$ cat src/rtl/mmul_pkg.sv
// rtl/mmul_pkg.sv - shared constants, command codes and state encoding for the modular multiplier
package mmul_pkg;

  localparam int WORD_W_DEF = 16;
  localparam int NWORDS_DEF = 16;

  typedef logic [2:0] cmd_op_t;

  localparam cmd_op_t CMD_NOP    = 3'd0;
  localparam cmd_op_t CMD_LOAD   = 3'd1;
  localparam cmd_op_t CMD_UNLOAD = 3'd2;
  localparam cmd_op_t CMD_ROTW   = 3'd3;
  localparam cmd_op_t CMD_SHL1   = 3'd4;
  localparam cmd_op_t CMD_SHR1   = 3'd5;

  typedef logic [1:0] state_t;

  localparam state_t ST_IDLE   = 2'd0;
  localparam state_t ST_LOAD   = 2'd1;
  localparam state_t ST_UNLOAD = 2'd2;

  // A single-word operand still needs a 1-bit counter so the terminal compare exists.
  function automatic int cnt_width(input int n);
    return (n > 1) ? $clog2(n) : 1;
  endfunction

endpackage

$ cat src/rtl/mmul_word_cnt.sv
// rtl/mmul_word_cnt.sv - word up-counter with clear, enable and terminal-count flag
module mmul_word_cnt
  import mmul_pkg::*;
#(
  parameter int N  = NWORDS_DEF,
  parameter int CW = cnt_width(N)
) (
  input  logic          i_clk,
  input  logic          i_rst_n,
  input  logic          i_clr,
  input  logic          i_en,
  output logic [CW-1:0] o_cnt,
  output logic          o_tc
);

  logic [CW-1:0] r_cnt;
  logic          w_tc;

  assign w_tc  = (r_cnt == CW'(N - 1));
  assign o_cnt = r_cnt;
  assign o_tc  = w_tc;

  // Wrap happens only through the terminal compare, never by natural overflow.
  always_ff @(posedge i_clk or negedge i_rst_n) begin
    if (!i_rst_n) begin
      r_cnt <= '0;
    end else if (i_clr) begin
      r_cnt <= '0;
    end else if (i_en) begin
      if (w_tc) begin
        r_cnt <= '0;
      end else begin
        r_cnt <= r_cnt + 1'b1;
      end
    end
  end

endmodule

$ cat src/rtl/mmul_opreg.sv
// rtl/mmul_opreg.sv - word-serial operand register with load/unload, rotate and 1-bit shifts
module mmul_opreg
  import mmul_pkg::*;
#(
  parameter int WORD_W = WORD_W_DEF,
  parameter int NWORDS = NWORDS_DEF
) (
  input  logic              i_clk,
  input  logic              i_rst_n,
  input  logic              i_clr,
  input  logic              i_cmd_valid,
  input  logic [2:0]        i_cmd_op,
  output logic              o_cmd_ready,
  input  logic [WORD_W-1:0] i_din,
  input  logic              i_din_valid,
  output logic              o_din_ready,
  output logic [WORD_W-1:0] o_dout,
  output logic              o_dout_valid,
  input  logic              i_dout_ready,
  output logic              o_ext,
  output logic              o_busy,
  output logic              o_done
);

  localparam int OPW = NWORDS * WORD_W;
  localparam int CW  = cnt_width(NWORDS);

  state_t          r_state;
  logic [OPW-1:0]  r_reg;
  logic            r_ext;
  logic            r_done;

  logic [OPW-1:0]  w_rot;
  logic [OPW-1:0]  w_shift_in;
  logic [CW-1:0]   w_cnt;
  logic            w_tc;
  logic            w_cmd_acc;
  logic            w_load_beat;
  logic            w_unload_beat;
  logic            w_cnt_clr;

  assign w_cmd_acc     = (r_state == ST_IDLE) && i_cmd_valid;
  assign w_load_beat   = (r_state == ST_LOAD) && i_din_valid;
  assign w_unload_beat = (r_state == ST_UNLOAD) && i_dout_ready;
  assign w_cnt_clr     = i_clr ||
                         (w_cmd_acc && ((i_cmd_op == CMD_LOAD) || (i_cmd_op == CMD_UNLOAD)));

  // New words enter at the top, so the first word loaded ends up least significant.
  generate
    if (NWORDS == 1) begin : g_one_word
      assign w_rot      = r_reg;
      assign w_shift_in = i_din;
    end else begin : g_multi_word
      assign w_rot      = {r_reg[WORD_W-1:0], r_reg[OPW-1:WORD_W]};
      assign w_shift_in = {i_din, r_reg[OPW-1:WORD_W]};
    end
  endgenerate

  mmul_word_cnt #(
    .N  (NWORDS),
    .CW (CW)
  ) u_word_cnt (
    .i_clk   (i_clk),
    .i_rst_n (i_rst_n),
    .i_clr   (w_cnt_clr),
    .i_en    (w_load_beat || w_unload_beat),
    .o_cnt   (w_cnt),
    .o_tc    (w_tc)
  );

  always_ff @(posedge i_clk or negedge i_rst_n) begin
    if (!i_rst_n) begin
      r_state <= ST_IDLE;
      r_reg   <= '0;
      r_ext   <= 1'b0;
      r_done  <= 1'b0;
    end else if (i_clr) begin
      r_state <= ST_IDLE;
      r_reg   <= '0;
      r_ext   <= 1'b0;
      r_done  <= 1'b0;
    end else begin
      r_done <= 1'b0;
      case (r_state)
        ST_IDLE: begin
          if (i_cmd_valid) begin
            case (i_cmd_op)
              CMD_LOAD:   r_state <= ST_LOAD;
              CMD_UNLOAD: r_state <= ST_UNLOAD;
              CMD_ROTW:   r_reg   <= w_rot;
              CMD_SHL1:   {r_ext, r_reg} <= {r_reg, 1'b0};
              CMD_SHR1: begin
                r_reg <= {r_ext, r_reg[OPW-1:1]};
                r_ext <= 1'b0;
              end
              default: ;
            endcase
          end
        end
        ST_LOAD: begin
          if (i_din_valid) begin
            r_reg <= w_shift_in;
            if (w_cnt == '0) begin
              r_ext <= 1'b0;
            end
            if (w_tc) begin
              r_state <= ST_IDLE;
              r_done  <= 1'b1;
            end
          end
        end
        ST_UNLOAD: begin
          // A full lap of rotations leaves the operand exactly as it was.
          if (i_dout_ready) begin
            r_reg <= w_rot;
            if (w_tc) begin
              r_state <= ST_IDLE;
              r_done  <= 1'b1;
            end
          end
        end
        default: r_state <= ST_IDLE;
      endcase
    end
  end

  assign o_cmd_ready  = (r_state == ST_IDLE);
  assign o_din_ready  = (r_state == ST_LOAD);
  assign o_dout_valid = (r_state == ST_UNLOAD);
  assign o_busy       = (r_state != ST_IDLE);
  assign o_done       = r_done;
  assign o_dout       = r_reg[WORD_W-1:0];
  assign o_ext        = r_ext;

endmodule

$ cat config.mk
export PLATFORM = sky130hd
export DESIGN_NAME = mmul_opreg
export DESIGN_NICKNAME = d
export VERILOG_FILES = /design/src/rtl/mmul_pkg.sv /design/src/rtl/mmul_word_cnt.sv /design/src/rtl/mmul_opreg.sv
export SDC_FILE = /design/constraint.sdc
export NUM_CORES = 1
export LEC_CHECK = 0
export ABC_CLOCK_PERIOD_IN_PS = 2400
export CAP_MARGIN = 10
export CORE_MARGIN = 2
export CORE_UTILIZATION = 35
export DETAILED_ROUTE_END_ITERATION = 10
export MAX_ROUTING_LAYER = met4
export PLACE_DENSITY = 0.5
export SLEW_MARGIN = 10
export SYNTH_ARGS = -nofsm -noshare
export SYNTH_HDL_FRONTEND = slang
export SYNTH_SLANG_ARGS = --single-unit
$ cat constraint.sdc
create_clock -name i_clk -period 2.4 [get_ports i_clk]
set_input_delay 0.24 -clock i_clk [delete_from_list [all_inputs] [get_ports i_clk]]
set_output_delay 0.24 -clock i_clk [all_outputs]
set_load 0.05 [all_outputs]
==> flow_summary.yaml <==
die:
  dieWidth_um: 228.9
  die_height_um: 228.9
  io_pins: 47
  die-area_mm2: 0.05241
  rows: 82
  coreArea_mm2: 0.05007
  initial_core_util_pct: 35.37
placed_design:
  place_area_mm2: 0.01893
  dpl.hpwl_mm: 32.59
  gp_congestion: 0.7652
  placed_cells: 2666
  portBuffers: 46
  place_ws_ns: -0.02612
synthesis:
  yosys-top-cells-area: "dfrtp_1, a22o_1, o21ai_0"
  yosysTopAreaCell: "dfrtp_1"
  synth_ff_type: "dfrtp_1"
  synth_top_area_share_pct: 37.30
  ys_seq_area_share_pct: 37.30
  synth.net_count: 2145
  synth_edf_count: 0
  ys_ff_latch: 264
  avgSynthCellArea_um2: 8.377
  synth_area_mm2: 0.01771
  ys_types: 36
  netlist_instances: 2114
  async_reset_ff_share_pct: 100.0
  yosys_warnings: 0
setup_path:
  critical_path_required_ns: 2.83
  crit_type: "reg2reg"
  cp-end-kind: "flop"
  crit_path_start_kind: "flop"
  reg2reg_depth: 7
  arrival_ns: 2.69
  crit_fanout: 59
final_layout:
  largest_register_ffs: 256
  post_route_cells_drive_above_1_share_pct: 7.150
  layout_common_cells: "o21ai_0, dfrtp_1, nor2b_1, a22o_1, a211oi_1"
  instances_no_fill: 2728
  n_antenna_cell: 0
  final_util_pct: 40.07
  fin_nets: 2064
  postLayoutCellArea_mm2: 0.02006
  area_delta_synth_final_pct: 13.30
  mostFrequentLayoutCell: "o21ai_0"
  fill_cells: 5064
timing:
  max_slew_margin_pct: 50.90
  layout_setup_ws_ns: 0.1451
  layout_min_cycle_time_ns: 2.255
  setup_violations: 0
  fin_crit_sh_pct: 93.96
  hold_slack_ns: 0.2226
  hold_viol: 0
  worstMarginPinSlew_ns: 0.7365
  clock_skew_ns: 0.02090
  setup_tns_ns: 0
  drv_slew: 0
  grt_setup_unrepaired: "no"
  fmax_ghz: 0.4435
power:
  combinationalPowerShare_pct: 22.7
  peakVddDrop_mv: 0.4516
  switching_share_pct: 33.17
  p_per_area_mw_per_mm2: 697.9
  p_clk_share_pct: 37.1
  internal_power_mw: 9.358
  power.switching_mw: 4.645
  leakagePower_nw: 7.516
  power_mw: 14.00
  seqPwrFrac_pct: 40.2
drt:
  via_count: 16310
  drc_errors: 0
  firstDrtPassIters: 5
  viasPerCell: 5.979
  wire_per_inst_um: 20.36
  routed_wl_mm: 55.53
  ant_nets: 0
  drt_iter0_markers: 1330
status:
  status: "finished, final reports clean"
grt:
  antenna_found_initial: 1
  grt_usage_pct: 21.65
  grt_pass1_wl_mm: 91.47
  first_global_vias: 15560
  grt_overflow: 0
  grt_max_degree: 118
cts:
  clockBufferDepth: 3
  htree_levels: 2
  clk_latency_ns: 0.55
  tritoncts.num_buffers: 36
  clk_pin_slew_worst_paths_ns: 0.05
  numClockSinks: 264
  cts_setup_buffers: 0
  cts_tree: "yes"
  clockRootBuffer: "clkbuf_16"
hold_path:
  hold_class: "in2async"
flow_run:
  maxCapViolCount: 0
## layout make-up
type	count	area, um2	share of cell area, %
clock buffer	56	1089	5.425
clock inverter	5	36.28	0.1808
inverter	6	27.53	0.1372
multi-input combinational	1595	9882	49.25
sequential	264	6606	32.93
tap	672	840.8	4.191
timing repair buffer	130	1583	7.889
## critical path: stages, from the launching register on
cell	delay (ns)
dfrtp_1	0.38
inv_1	0.13
ha_2	0.23
inv_1	0.11
or4_4	0.55
and3b_4	0.28
buf_12	0.20
a22o_1	0.23
## power by group through the flow
stage / Clock (mW) / Combinational [mW] / Sequential, mW
final: 5.20 / 3.18 / 5.63
after global routing: 5.53 / 3.53 / 5.70
after CTS: 5.35 / 3.19 / 5.61
after detailed placement: 0 / 3.18 / 5.68
after global placement: 0 / 3.15 / 5.68
after floorplan: 0 / 2.32 / 5.37
## synth_stat cells (2+ instances only)
cell type	n
clkbuf_1	166
and3b_1	2
o22ai_1	16
buf_1	9
nand3_1	5
nand2_1	246
mux2i_1	2
or4_1	2
nand2b_1	2
a21oi_1	6
a22o_1	256
buf_6	28
dfrtp_1	264
buf_2	30
xor2_1	2
nor2_1	52
nor2b_1	261
nor4b_1	2
a211oi_1	255
o31ai_1	50
buf_4	16
a22oi_1	17
nor4_1	2
inv_1	5
o21ai_0	402
ha_1	6
## worst paths after layout
check / start / endpoint / slack, ns
worst max register to register: r_state[0]$_DFFE_PN0P_ / r_reg[209]$_DFFE_PN0P_ / 0.15
worst min-delay path: i_rst_n / r_reg[197]$_DFFE_PN0P_ / 0.22
max in group asynchronous: i_rst_n / r_reg[92]$_DFFE_PN0P_ / 1.33
worst max-delay path: r_state[0]$_DFFE_PN0P_ / r_reg[209]$_DFFE_PN0P_ / 0.15
worst min register to register: u_word_cnt.o_cnt[1]$_DFFE_PN0P_ / u_word_cnt.o_cnt[1]$_DFFE_PN0P_ / 0.56
min in group i_clk: i_cmd_op[0] / r_reg[123]$_DFFE_PN0P_ / 0.29
## layer usage
layer  vias to the layer above  GRT usage, %  routed length, um
met1                      8182         31.37              27360
met3                        65         3.019               2530
met4                         0         4.424                833
li1                       7671             -                  -
met5                         -             -                  0
met2                       393         32.11              24810
## kinds of logic (layout without fill, tap and decap cells)
family,after synthesis,after routing,share of synthesized area (%)
buffers and inverters,255,197,7.143
XOR/XNOR,2,2,0.09893
AND/OR/NAND/NOR,575,575,16.14
flip-flops,264,264,37.30
adder cells (fa/ha/maj),6,6,0.4239
AO/OA/AOI/OAI,1009,1009,38.71
multiplexers,3,3,0.1766
## what timing repair did
item                                    in CTS  in global routing
gates resized for setup                      1                  1
hold buffers                                 1                  0
gates cloned                                 0                  0
endpoints found under the setup margin       1                 20
endpoints found under the hold margin       55                  0
pin swaps                                    0                  1
(Power assumes the default switching activity.)
